$ cat src/rtl/cp0_pkg.sv
// Shared constants for the CP0 / exception-commit unit: register numbers,
// ExcCodes, exception-vector bit positions and Status/Cause field layout.
package cp0_pkg;

  localparam logic [31:0] EXC_VECTOR   = 32'hBFC0_0380;
  localparam logic [31:0] PRID_VALUE   = 32'h0000_4220;
  localparam logic [31:0] STATUS_RESET = 32'h0040_0000;

  localparam logic [4:0] REG_BADVADDR = 5'd8;
  localparam logic [4:0] REG_COUNT    = 5'd9;
  localparam logic [4:0] REG_COMPARE  = 5'd11;
  localparam logic [4:0] REG_STATUS   = 5'd12;
  localparam logic [4:0] REG_CAUSE    = 5'd13;
  localparam logic [4:0] REG_EPC      = 5'd14;
  localparam logic [4:0] REG_PRID     = 5'd15;

  localparam logic [4:0] EXC_INT  = 5'h00;
  localparam logic [4:0] EXC_ADEL = 5'h04;
  localparam logic [4:0] EXC_ADES = 5'h05;
  localparam logic [4:0] EXC_SYS  = 5'h08;
  localparam logic [4:0] EXC_BP   = 5'h09;
  localparam logic [4:0] EXC_RI   = 5'h0a;
  localparam logic [4:0] EXC_OV   = 5'h0c;

  localparam int EX_FETCH_ADEL = 7;
  localparam int EX_SYSCALL    = 6;
  localparam int EX_BREAK      = 5;
  localparam int EX_ERET       = 4;
  localparam int EX_RI         = 3;
  localparam int EX_OVERFLOW   = 2;
  localparam int EX_DATA_ADEL  = 1;
  localparam int EX_ADES       = 0;

  localparam int ST_IE   = 0;
  localparam int ST_EXL  = 1;
  localparam int CS_BD   = 31;

  typedef enum logic [1:0] {
    BAD_NONE  = 2'd0,
    BAD_FETCH = 2'd1,
    BAD_DATA  = 2'd2
  } badSrcT;

endpackage

$ cat src/rtl/cp0_exc_prio.sv
// Combinational priority resolver: picks the single winning exception or
// interrupt, its ExcCode and where BadVAddr should be loaded from.
module cp0_exc_prio
  import cp0_pkg::*;
(
  input  logic [7:0] exceptVec,
  input  logic       intPending,
  output logic       excTake,
  output logic       eretTake,
  output logic [4:0] excCode,
  output badSrcT     badSrc
);

  always_comb begin
    excTake  = 1'b1;
    eretTake = 1'b0;
    excCode  = EXC_INT;
    badSrc   = BAD_NONE;
    if (intPending) begin
      excCode = EXC_INT;
    end else if (exceptVec[EX_FETCH_ADEL]) begin
      excCode = EXC_ADEL;
      badSrc  = BAD_FETCH;
    end else if (exceptVec[EX_RI]) begin
      excCode = EXC_RI;
    end else if (exceptVec[EX_SYSCALL]) begin
      excCode = EXC_SYS;
    end else if (exceptVec[EX_BREAK]) begin
      excCode = EXC_BP;
    end else if (exceptVec[EX_OVERFLOW]) begin
      excCode = EXC_OV;
    end else if (exceptVec[EX_DATA_ADEL]) begin
      excCode = EXC_ADEL;
      badSrc  = BAD_DATA;
    end else if (exceptVec[EX_ADES]) begin
      excCode = EXC_ADES;
      badSrc  = BAD_DATA;
    end else begin
      // eret only redirects when nothing above it fired
      excTake  = 1'b0;
      eretTake = exceptVec[EX_ERET];
    end
  end

endmodule

$ cat src/rtl/cp0_exception.sv
// CP0 register file plus exception commit: resolves the memory-stage
// exception/interrupt, flushes and redirects, and runs the Count/Compare timer.
module cp0_exception
  import cp0_pkg::*;
(
  input  logic        clk,
  input  logic        rst,
  input  logic        we_i,
  input  logic [4:0]  waddr_i,
  input  logic [31:0] wdata_i,
  input  logic [4:0]  raddr_i,
  output logic [31:0] rdata_o,
  input  logic [5:0]  int_i,
  input  logic [7:0]  except_i,
  input  logic [31:0] pc_i,
  input  logic        is_slot_i,
  input  logic [31:0] bad_addr_i,
  output logic        flush_o,
  output logic [31:0] new_pc_o,
  output logic [31:0] status_o,
  output logic [31:0] cause_o,
  output logic [31:0] epc_o
);

  logic [7:0]  statusIm;
  logic        statusExl, statusIe;
  logic        causeBd;
  logic [5:0]  causeIpHw;
  logic [1:0]  causeIpSw;
  logic [4:0]  causeCode;
  logic [31:0] epc, badVAddr, count, compare;
  logic        countTog, timerFlag;

  logic [7:0]  causeIp;
  logic [31:0] statusVal, causeVal;
  logic        intPending, excTake, eretTake, wrEn;
  logic [4:0]  excCode;
  badSrcT      badSrc;

  assign causeIp = {causeIpHw[5] | timerFlag, causeIpHw[4:0], causeIpSw};

  always_comb begin
    statusVal         = STATUS_RESET;
    statusVal[15:8]   = statusIm;
    statusVal[ST_EXL] = statusExl;
    statusVal[ST_IE]  = statusIe;
  end

  assign causeVal = {causeBd, 15'b0, causeIp, 1'b0, causeCode, 2'b0};

  // Evaluated against registered Status, so a same-cycle mtc0 cannot mask it
  assign intPending = (|(causeIp & statusIm)) & statusIe & ~statusExl & (pc_i != 32'd0);

  cp0_exc_prio u_prio (
    .exceptVec (except_i),
    .intPending(intPending),
    .excTake   (excTake),
    .eretTake  (eretTake),
    .excCode   (excCode),
    .badSrc    (badSrc)
  );

  assign wrEn = we_i & ~excTake;

  always_ff @(posedge clk) begin
    if (rst) begin
      statusIm  <= 8'd0;
      statusExl <= 1'b0;
      statusIe  <= 1'b0;
      causeBd   <= 1'b0;
      causeIpHw <= 6'd0;
      causeIpSw <= 2'd0;
      causeCode <= 5'd0;
      epc       <= 32'd0;
      badVAddr  <= 32'd0;
      count     <= 32'd0;
      compare   <= 32'd0;
      countTog  <= 1'b0;
      timerFlag <= 1'b0;
    end else begin
      causeIpHw <= int_i;
      countTog  <= ~countTog;
      if (countTog) count <= count + 32'd1;
      if (count == compare) timerFlag <= 1'b1;
      if (wrEn) begin
        case (waddr_i)
          REG_COUNT: begin
            count    <= wdata_i;
            countTog <= 1'b0;
          end
          REG_COMPARE: begin
            compare   <= wdata_i;
            timerFlag <= 1'b0;
          end
          REG_STATUS: begin
            statusIm  <= wdata_i[15:8];
            statusExl <= wdata_i[ST_EXL];
            statusIe  <= wdata_i[ST_IE];
          end
          REG_CAUSE: causeIpSw <= wdata_i[9:8];
          REG_EPC:   epc <= wdata_i;
          default:   ;
        endcase
      end
      if (excTake) begin
        // Nested exceptions keep the original return address
        if (!statusExl) begin
          epc     <= is_slot_i ? (pc_i - 32'd4) : pc_i;
          causeBd <= is_slot_i;
        end
        statusExl <= 1'b1;
        causeCode <= excCode;
        if (badSrc == BAD_FETCH) badVAddr <= pc_i;
        else if (badSrc == BAD_DATA) badVAddr <= bad_addr_i;
      end else if (eretTake) begin
        statusExl <= 1'b0;
      end
    end
  end

  assign flush_o  = ~rst & (excTake | eretTake);
  assign new_pc_o = rst      ? 32'd0 :
                    excTake  ? EXC_VECTOR :
                    eretTake ? epc : 32'd0;

  always_comb begin
    rdata_o = 32'd0;
    if (we_i && (waddr_i == raddr_i)) begin
      rdata_o = wdata_i;
    end else begin
      case (raddr_i)
        REG_BADVADDR: rdata_o = badVAddr;
        REG_COUNT:    rdata_o = count;
        REG_COMPARE:  rdata_o = compare;
        REG_STATUS:   rdata_o = statusVal;
        REG_CAUSE:    rdata_o = causeVal;
        REG_EPC:      rdata_o = epc;
        REG_PRID:     rdata_o = PRID_VALUE;
        default:      rdata_o = 32'd0;
      endcase
    end
  end

  assign status_o = statusVal;
  assign cause_o  = causeVal;
  assign epc_o    = epc;

endmodule

$ cat config.mk
export PLATFORM = sky130hd
export DESIGN_NAME = cp0_exception
export DESIGN_NICKNAME = d
export VERILOG_FILES = /design/src/rtl/cp0_pkg.sv /design/src/rtl/cp0_exc_prio.sv /design/src/rtl/cp0_exception.sv
export SDC_FILE = /design/constraint.sdc
export NUM_CORES = 1
export LEC_CHECK = 0
export CELL_PAD_IN_SITES_DETAIL_PLACEMENT = 1
export CELL_PAD_IN_SITES_GLOBAL_PLACEMENT = 1
export CORE_ASPECT_RATIO = 0.6
export CORE_MARGIN = 5
export CORE_UTILIZATION = 32
export CTS_CLUSTER_SIZE = 40
export DETAILED_ROUTE_END_ITERATION = 8
export GPL_TIMING_DRIVEN = 0
export HOLD_SLACK_MARGIN = 0.12
export PLACE_DENSITY = 0.88
export REMOVE_ABC_BUFFERS = 1
export SYNTH_ARGS = -nofsm -noshare
export SYNTH_HDL_FRONTEND = slang
export SYNTH_SLANG_ARGS = --single-unit
$ cat constraint.sdc
create_clock -name clk -period 3.84 [get_ports clk]
set_input_delay 0.384 -clock clk [delete_from_list [all_inputs] [get_ports clk]]
set_output_delay 0.384 -clock clk [all_outputs]
set_load 0.005 [all_outputs]
==> Word level (Yosys, flattened, before mapping) <==
Index checks and enable logic that the tools add are counted.
{ "word_totals": {"register_bits": 154, "wordCells": 111} }
{ "op_classes": {"muxes": 56, "reduce_logical": 12, "addsub": 2, "bitwise": 12, "eq_ne": 16} }
{ "ops": {"columns": ["cell", "n"], "rows": [
  ["$mux W32", 14],
  ["$pmux W32 S7", 1],
  ["$eq A5 B4 Y1 const B", 12],
  ["$mux W5", 7],
  ["$add A32 B1 Y32 const B", 1],
  ["$eq A32 B32 Y1", 1],
  ["$reduce_bool A32 Y1", 1],
  ["$sub A32 B3 Y32 const B", 1],
  ["$mux W1", 25],
  ["$mux W2", 8],
  ["$reduce_and A2 Y1", 6],
  ["$and A8 B8 Y8", 1],
  ["$reduce_or A8 Y1", 1],
  ["$reduce_bool A3 Y1", 2],
  ["$and A1 B1 Y1", 5],
  ["$eq A5 B5 Y1", 1],
  ["$not A1 Y1", 4],
  ["$mux W3", 1],
  ["$eq A2 B1 Y1 const B", 1],
  ["$eq A2 B2 Y1 const B", 1],
  ["$or A1 B1 Y1", 2],
  ["$reduce_bool A2 Y1", 1],
  ["$logic_and A1 B1 Y1", 1]
]} }

==> Longest topological paths before layout <==
{ "logic_depth": {"depth_word": 13, "mapped_depth": 13, "depth_no_buf": 11} }

==> Hierarchy <==
From an unflattened synthesis, not the netlist that was laid out.
{ "hier_totals": {"cells_unflattened": 1252, "area_unflattened_um2": 9909.5} }
{ "modules_own_cells": {"columns": ["mod", "seq_area_each_um2", "cells_per_inst", "instances", "area_each_um2"], "rows": [
  ["cp0_exception", 3083.0, 1234, 1, 9783.1],
  ["cp0_exc_prio", 0.0, 18, 1, 126.4]
]} }

==> Least setup slack after synthesis <==
OpenSTA, ideal clock, no wires.
{ "synth_path": {"path_type": "input-to-reg", "startpoint": "in pc_i[14]", "endpoint": "reg badVAddr[30]", "arrival_time_ps": 3849, "n_path_buf": 3, "setup_time_ps": 70, "slack_ps": -79, "path_stages": 12, "cell_sequence": "or4_4 > or4b_1 > buf_4 > nor4_4 > nor2_1 > or4_1 > ha_1 > clkbuf_1 > clkbuf_1 > mux2i_1 > or3_1 > a21oi_1"} }
{ "synth_between": {"elab_chain_len": 6, "word_cells_on_any_way": 9, "classes_between": "eq/ne (2); mux (3); bitwise (1); reduce/logical (3)"} }
{ "synth_rtl": {"columns": ["element", "line", "rtl"], "rows": [
  ["start: declaration", "cp0_exception.sv:15", "input logic [31:0] pc_i,"],
  ["$reduce_bool A32 Y1 *", "cp0_exception.sv:52", "assign intPending = (|(causeIp & statusIm)) & statusIe & ~statusExl & (pc_i != 32'd0);"],
  ["$and A1 B1 Y1 *", "cp0_exception.sv:52", null],
  ["$mux W2", "cp0_exc_prio.sv:19", "if (intPending) begin"],
  ["$eq A2 B1 Y1 or $eq A2 B2 Y1 (tied branches)", "cp0_exception.sv:113, cp0_exception.sv:114", null],
  ["$reduce_bool A2 Y1 (no line)", null, null],
  ["$reduce_and A2 Y1 (no line)", null, null],
  ["end signal: assignment", "cp0_exception.sv:113", "if (badSrc == BAD_FETCH) badVAddr <= pc_i;"],
  ["end signal: assignment", "cp0_exception.sv:114", "else if (badSrc == BAD_DATA) badVAddr <= bad_addr_i;"],
  ["end: declaration", "cp0_exception.sv:31", "logic [31:0] epc, badVAddr, count, compare;"]
]} }
Mark *: on every way between the ends. The rest lies on a longest branch, timed or not.
A chain may end at the register's enable or synchronous reset.

==> Worst setup path after layout <==
{ "layout_path": {"startpoint": "in pc_i[14]", "endpoint": "out new_pc_o[24]"} }
{ "layout_between": {"elab_chain_len": 6, "word_cells_on_any_way": 7, "classes_between": "mux (5); bitwise (1); reduce/logical (1)"} }
{ "layout_rtl": {"columns": ["element", "line", "rtl"], "rows": [
  ["$reduce_bool A32 Y1 *", "cp0_exception.sv:52", null],
  ["$and A1 B1 Y1 *", "cp0_exception.sv:52", null],
  ["$mux W1", "cp0_exc_prio.sv:19", null],
  ["$mux W32", "cp0_exception.sv:124", "eretTake ? epc : 32'd0;"],
  ["$mux W32 *", "cp0_exception.sv:123", "excTake ? EXC_VECTOR :"],
  ["$mux W32 *", "cp0_exception.sv:122", "assign new_pc_o = rst ? 32'd0 :"],
  ["end: declaration", "cp0_exception.sv:19", "output logic [31:0] new_pc_o,"]
]} }
Marks and branches as above.

==> run summary <==
The flow ran to the end, and the final reports show no timing, DRC or antenna violations. The startpoint identified for the worst hold timing path is pc_i[15]. In the global route stage, overall resource usage came out at 27.4%. Initial antenna violation count: 3. The growth of design area from synthesis to finish was 39.5%; the synthesized area per cell was 7.73 µm². Summing the sequential cell areas from Yosys gives 30.6% of the chip area. Together, buffers and inverters on the worst path number 5. Wires add up to 50700 µm. Cell count after synthesis: 1294. Of the total synthesized cell area, the portion taken by XOR and XNOR cells is 8.50%. STA classifies the critical path startpoint as an input pin.

The run gives 0.238 mV as the maximum ir drop on the vdd rail. For the worst setup path, the data required time is 3.46 ns. The final critical path takes up 99.7% of the cycle. The type of the worst setup path was input pin to output pin. The first-pass GRT wire length is 74500 µm. The floorplan has 50 rows. The clock passes through at most 2 buffers.

The post-CTS clock slew at the launch and capture registers of the worst setup and hold paths came out at 0.07 ns. The tools report the post-route DRC violation count as 0. The largest fanout on the critical path works out to 7.

Synthesis instantiated 58 different standard cells from the library. The logs give 0.45 ns for the later-pin clock latency in the skew report and 17 for the clock buffer count from CTS. In this run the critical register-to-register path is captured at badVAddr[5]. The logs give 11300 for the total via count in the routed design and 12.3% for the headroom to the max-slew limit. The tools report the final non-filler cell total as 1937.

Walking the worst path, the cells encountered are clkbuf_4, or4_4, or4b_4, buf_4, or4_4, a21oi_4, buf_12, buf_12, a21oi_1, dlygate4sd2_1. The post-layout total power is 0.00429 W. The final estimated routing congestion in global placement is 0.915, and the synthesized-area fraction occupied by ao, oa, aoi and oai cells is 19.8%. Timing would allow up to 261 MHz. The initial utilization of the core area, before any placement, comes to 32.3%.

The logs give 0 for the sum of overflow across all layers after global routing and 153 for the total number of clock tree sinks. For this run, the slowest stage of the critical path takes 0.64 ns. The count of buffers added on input and output ports is 243.

The finished cells cover 13900 µm². The first detailed-routing pass took 5 iterations. Data on the critical path arrives at its endpoint at 3.44 ns. The half-perimeter wire length of the detailed placement result is 34200 µm. For the placed instance count, the log shows 1859.

The number of global-route vias before repair is 11700. The region available for standard cell placement spans 31000 µm². TritonCTS built the clock tree. The cell type of the slowest stage on the worst timing path was sky130_fd_sc_hd__or4b_4. The tools report the final number of hold-violating endpoints as 0.

For this run, the post-layout net count is 1635. Number of DRC markers after the initial detailed-route iteration: 1116. The mapped netlist covers 10000 µm².

Yosys mapped a number of flops with a built-in enable equal to 0. In the synthesized netlist the async set-or-reset flop fraction comes to 0%. Hold timing on the final database bottoms out at a slack of 0.383 ns. The tightest min-delay check is of the input pin to flop type. Summed over all cells, the static leakage comes to 5.29 nW. The synthesized design contains 153 register bits.

The die extent in x was 238 µm; the post-synthesis share of cell area spent on and, or, nand and nor gates was 24.5%. For the pin with the worst max-slew slack, the measured transition is 1.31 ns. The worst hold path passes through 4 cells. The worst register-to-register path begins at statusIm[1].

On the final layout, the worst clock skew is 0.0117 ns. In this run the count of I/O pins placed on the die edge is 285. The final antenna-violating net count was 0. Dividing the detail-routed wire length by the instance count gives 26.2 µm.

Among all flip-flop cells after synthesis, the most frequent one is sky130_fd_sc_hd__dfxtp_1. For this run, the number of Yosys warnings is 0. The proportion of layout cells with a drive suffix above 1 works out to 11.3%. The tools report the cell at the root of the clock tree as sky130_fd_sc_hd__clkbuf_16.

After synthesis, the largest family of logic cells by area is simple AND/OR/NAND/NOR gates. The run gives 4 as the H-tree depth. In the synthesized netlist, mux cells make up 7.82% of the area. Number of vias per cell: 5.85.

The slack of the worst reg-to-reg path came out at 0.22 ns. The path depth of the worst reg2reg path is 10. Summing the areas of all fa, ha and maj instances in the mapped netlist gives 0.501% of the synthesized area. The worst hold path terminates at epc_o[15].

For this design the ratio of total power to cell area is 307 nW/µm². The tool flagged a number of max-cap violations equal to 0. The logs give 35000 µm² for the die area and 0 for the count of endpoints failing setup in the final report. Number of hold buffers added after CTS: 0. The total count of max-transition violations in the final report came out at 0. In this run the vertical extent of the chip is 147 µm.

Summing all placed instances gives a cell area of 12700 µm². Entering global routing, the biggest net connects 107 pins. The worst path needs 3.83 ns of the cycle, external delays included. The worst setup path is captured at an output pin.

The cell family with the largest share of critical-path delay was simple AND/OR/NAND/NOR gates.
[state kept, by name (all words and copies together) (netlist names), 2 cells and up]
signal     count
causeIpSw      2
causeIpHw      6
epc_o         32
statusIm       8
causeCode      4
compare       32
count         32
badVAddr      32
[what timing repair did]
| action | CTS | global route |
|---|---|---|
| pin swaps | 8 | 8 |
| gates cloned | 4 | 0 |
| buffers inserted | 26 | 14 |
| gates resized for setup | 63 | 40 |
| setup endpoints to repair | 182 | 61 |
[stage by stage]
stage          TNS (ns)  setup slack, ns  utilization (%)
2_1_floorplan    -17.12           -0.315                -
3_3_place_gp    -761.31            -8.50             39.7
3_5_place_dp    -189.89            -1.92             41.1
4_1_cts               0          0.00295             44.5
5_1_grt         -0.0145          -0.0145             45.0
6_report              0           0.0131             45.0
[synth_stat cells, types with 3 or more instances]
library cell,number,share of area (%)
sky130_fd_sc_hd__nand2_1,200,7.5
sky130_fd_sc_hd__mux2i_1,77,7.7
sky130_fd_sc_hd__nor3_1,26,1.3
sky130_fd_sc_hd__clkbuf_1,89,3.3
sky130_fd_sc_hd__or2_2,5,0.31
sky130_fd_sc_hd__inv_1,6,0.23
sky130_fd_sc_hd__nor2_1,125,4.7
sky130_fd_sc_hd__and2_1,23,1.4
sky130_fd_sc_hd__nor4_1,17,1.1
sky130_fd_sc_hd__a311oi_2,29,4.4
sky130_fd_sc_hd__ha_1,4,0.50
sky130_fd_sc_hd__nor2b_1,12,0.75
sky130_fd_sc_hd__a21oi_1,89,4.5
sky130_fd_sc_hd__nand3_1,17,0.85
sky130_fd_sc_hd__buf_1,4,0.15
sky130_fd_sc_hd__nand4_1,27,1.7
sky130_fd_sc_hd__o21ai_0,75,3.8
sky130_fd_sc_hd__dfxtp_1,153,31
sky130_fd_sc_hd__xnor2_1,56,4.9
sky130_fd_sc_hd__and3_1,5,0.31
sky130_fd_sc_hd__a211oi_1,27,2.0
sky130_fd_sc_hd__o21ai_1,8,0.40
sky130_fd_sc_hd__and4_1,3,0.26
sky130_fd_sc_hd__a221oi_1,28,2.5
sky130_fd_sc_hd__buf_6,3,0.34
sky130_fd_sc_hd__or4_1,3,0.23
sky130_fd_sc_hd__xor2_1,41,3.6
sky130_fd_sc_hd__or3_1,34,2.1
sky130_fd_sc_hd__buf_2,5,0.25
sky130_fd_sc_hd__a22oi_1,8,0.60
sky130_fd_sc_hd__buf_4,51,3.8
sky130_fd_sc_hd__nor3b_1,6,0.45
[worst max path at each step]
stage / endpoint / depth (start not counted) / startpoint
CTS: new_pc_o[17] / 11 / pc_i[21]
detailed placement: badVAddr[5] / 11 / pc_i[14]
global placement: new_pc_o[15] / 4 / rst
finish: new_pc_o[24] / 10 / pc_i[14]
global route: new_pc_o[16] / 15 / pc_i[2]
floorplan: badVAddr[0] / 9 / pc_i[14]
[cells in the final DEF, fill, tap and decap left out, drive strengths merged, types with 17 or more instances in the layout]
master         count
a211oi            28
a21oi             91
a221oi            28
a311oi            30
and2              23
buf               64
clkbuf            27
clkdlybuf4s50    196
conb              41
dfxtp            153
dlymetal6s2s      20
mux2i             77
nand2            200
nand3             17
nand4             27
nor2             125
nor3              26
nor4              18
o21ai             83
or3               34
xnor2             56
xor2              41
[where the power goes]
part,internal (W),switching [W]
combinational,0.000317,0.000358
sequential,0.00165,0.0000650
clock,0.00115,0.000750
[per-layer routing]
layer	vias up	share of wire [%]	global-route usage [%]
li1	4908	-	-
met2	620	44	41.4
met3	137	9.5	7.79
met4	6	3.7	10.3
met5	-	0.069	0
met1	5655	43	37.3
[cell families (layout without fill, tap and decap cells)]
family,after synthesis,count (layout)
multiplexers,78,78
AO/OA/AOI/OAI,284,284
AND/OR/NAND/NOR,518,518
XOR/XNOR,97,97
flip-flops,153,153
buffers and inverters,158,345
adder cells (fa/ha/maj),4,4
other,2,42
[final cells by class]
type	count	area, µm²
Clock inverter	12	199
Inverter	6	22.5
Sequential cell	153	3060
Tap cell	416	520
Clock buffer	20	437
Multi-Input combinational cell	1022	6490
Timing Repair Buffer	307	3210
Fill cell	3673	17000
Antenna cell	1	2.50
[worst reg2reg max path, stage by stage, from the launching register on]
cell	delay, ns
sky130_fd_sc_hd__dfxtp_1	0.43
sky130_fd_sc_hd__a22oi_1	0.30
sky130_fd_sc_hd__nand3_1	0.38
sky130_fd_sc_hd__o21ai_4	0.37
sky130_fd_sc_hd__nor2_4	0.12
sky130_fd_sc_hd__or4_1	0.59
sky130_fd_sc_hd__ha_4	0.32
sky130_fd_sc_hd__buf_12	0.23
sky130_fd_sc_hd__mux2i_1	0.15
sky130_fd_sc_hd__or3_1	0.34
sky130_fd_sc_hd__a21oi_1	0.30
(Power assumes the default switching activity.)
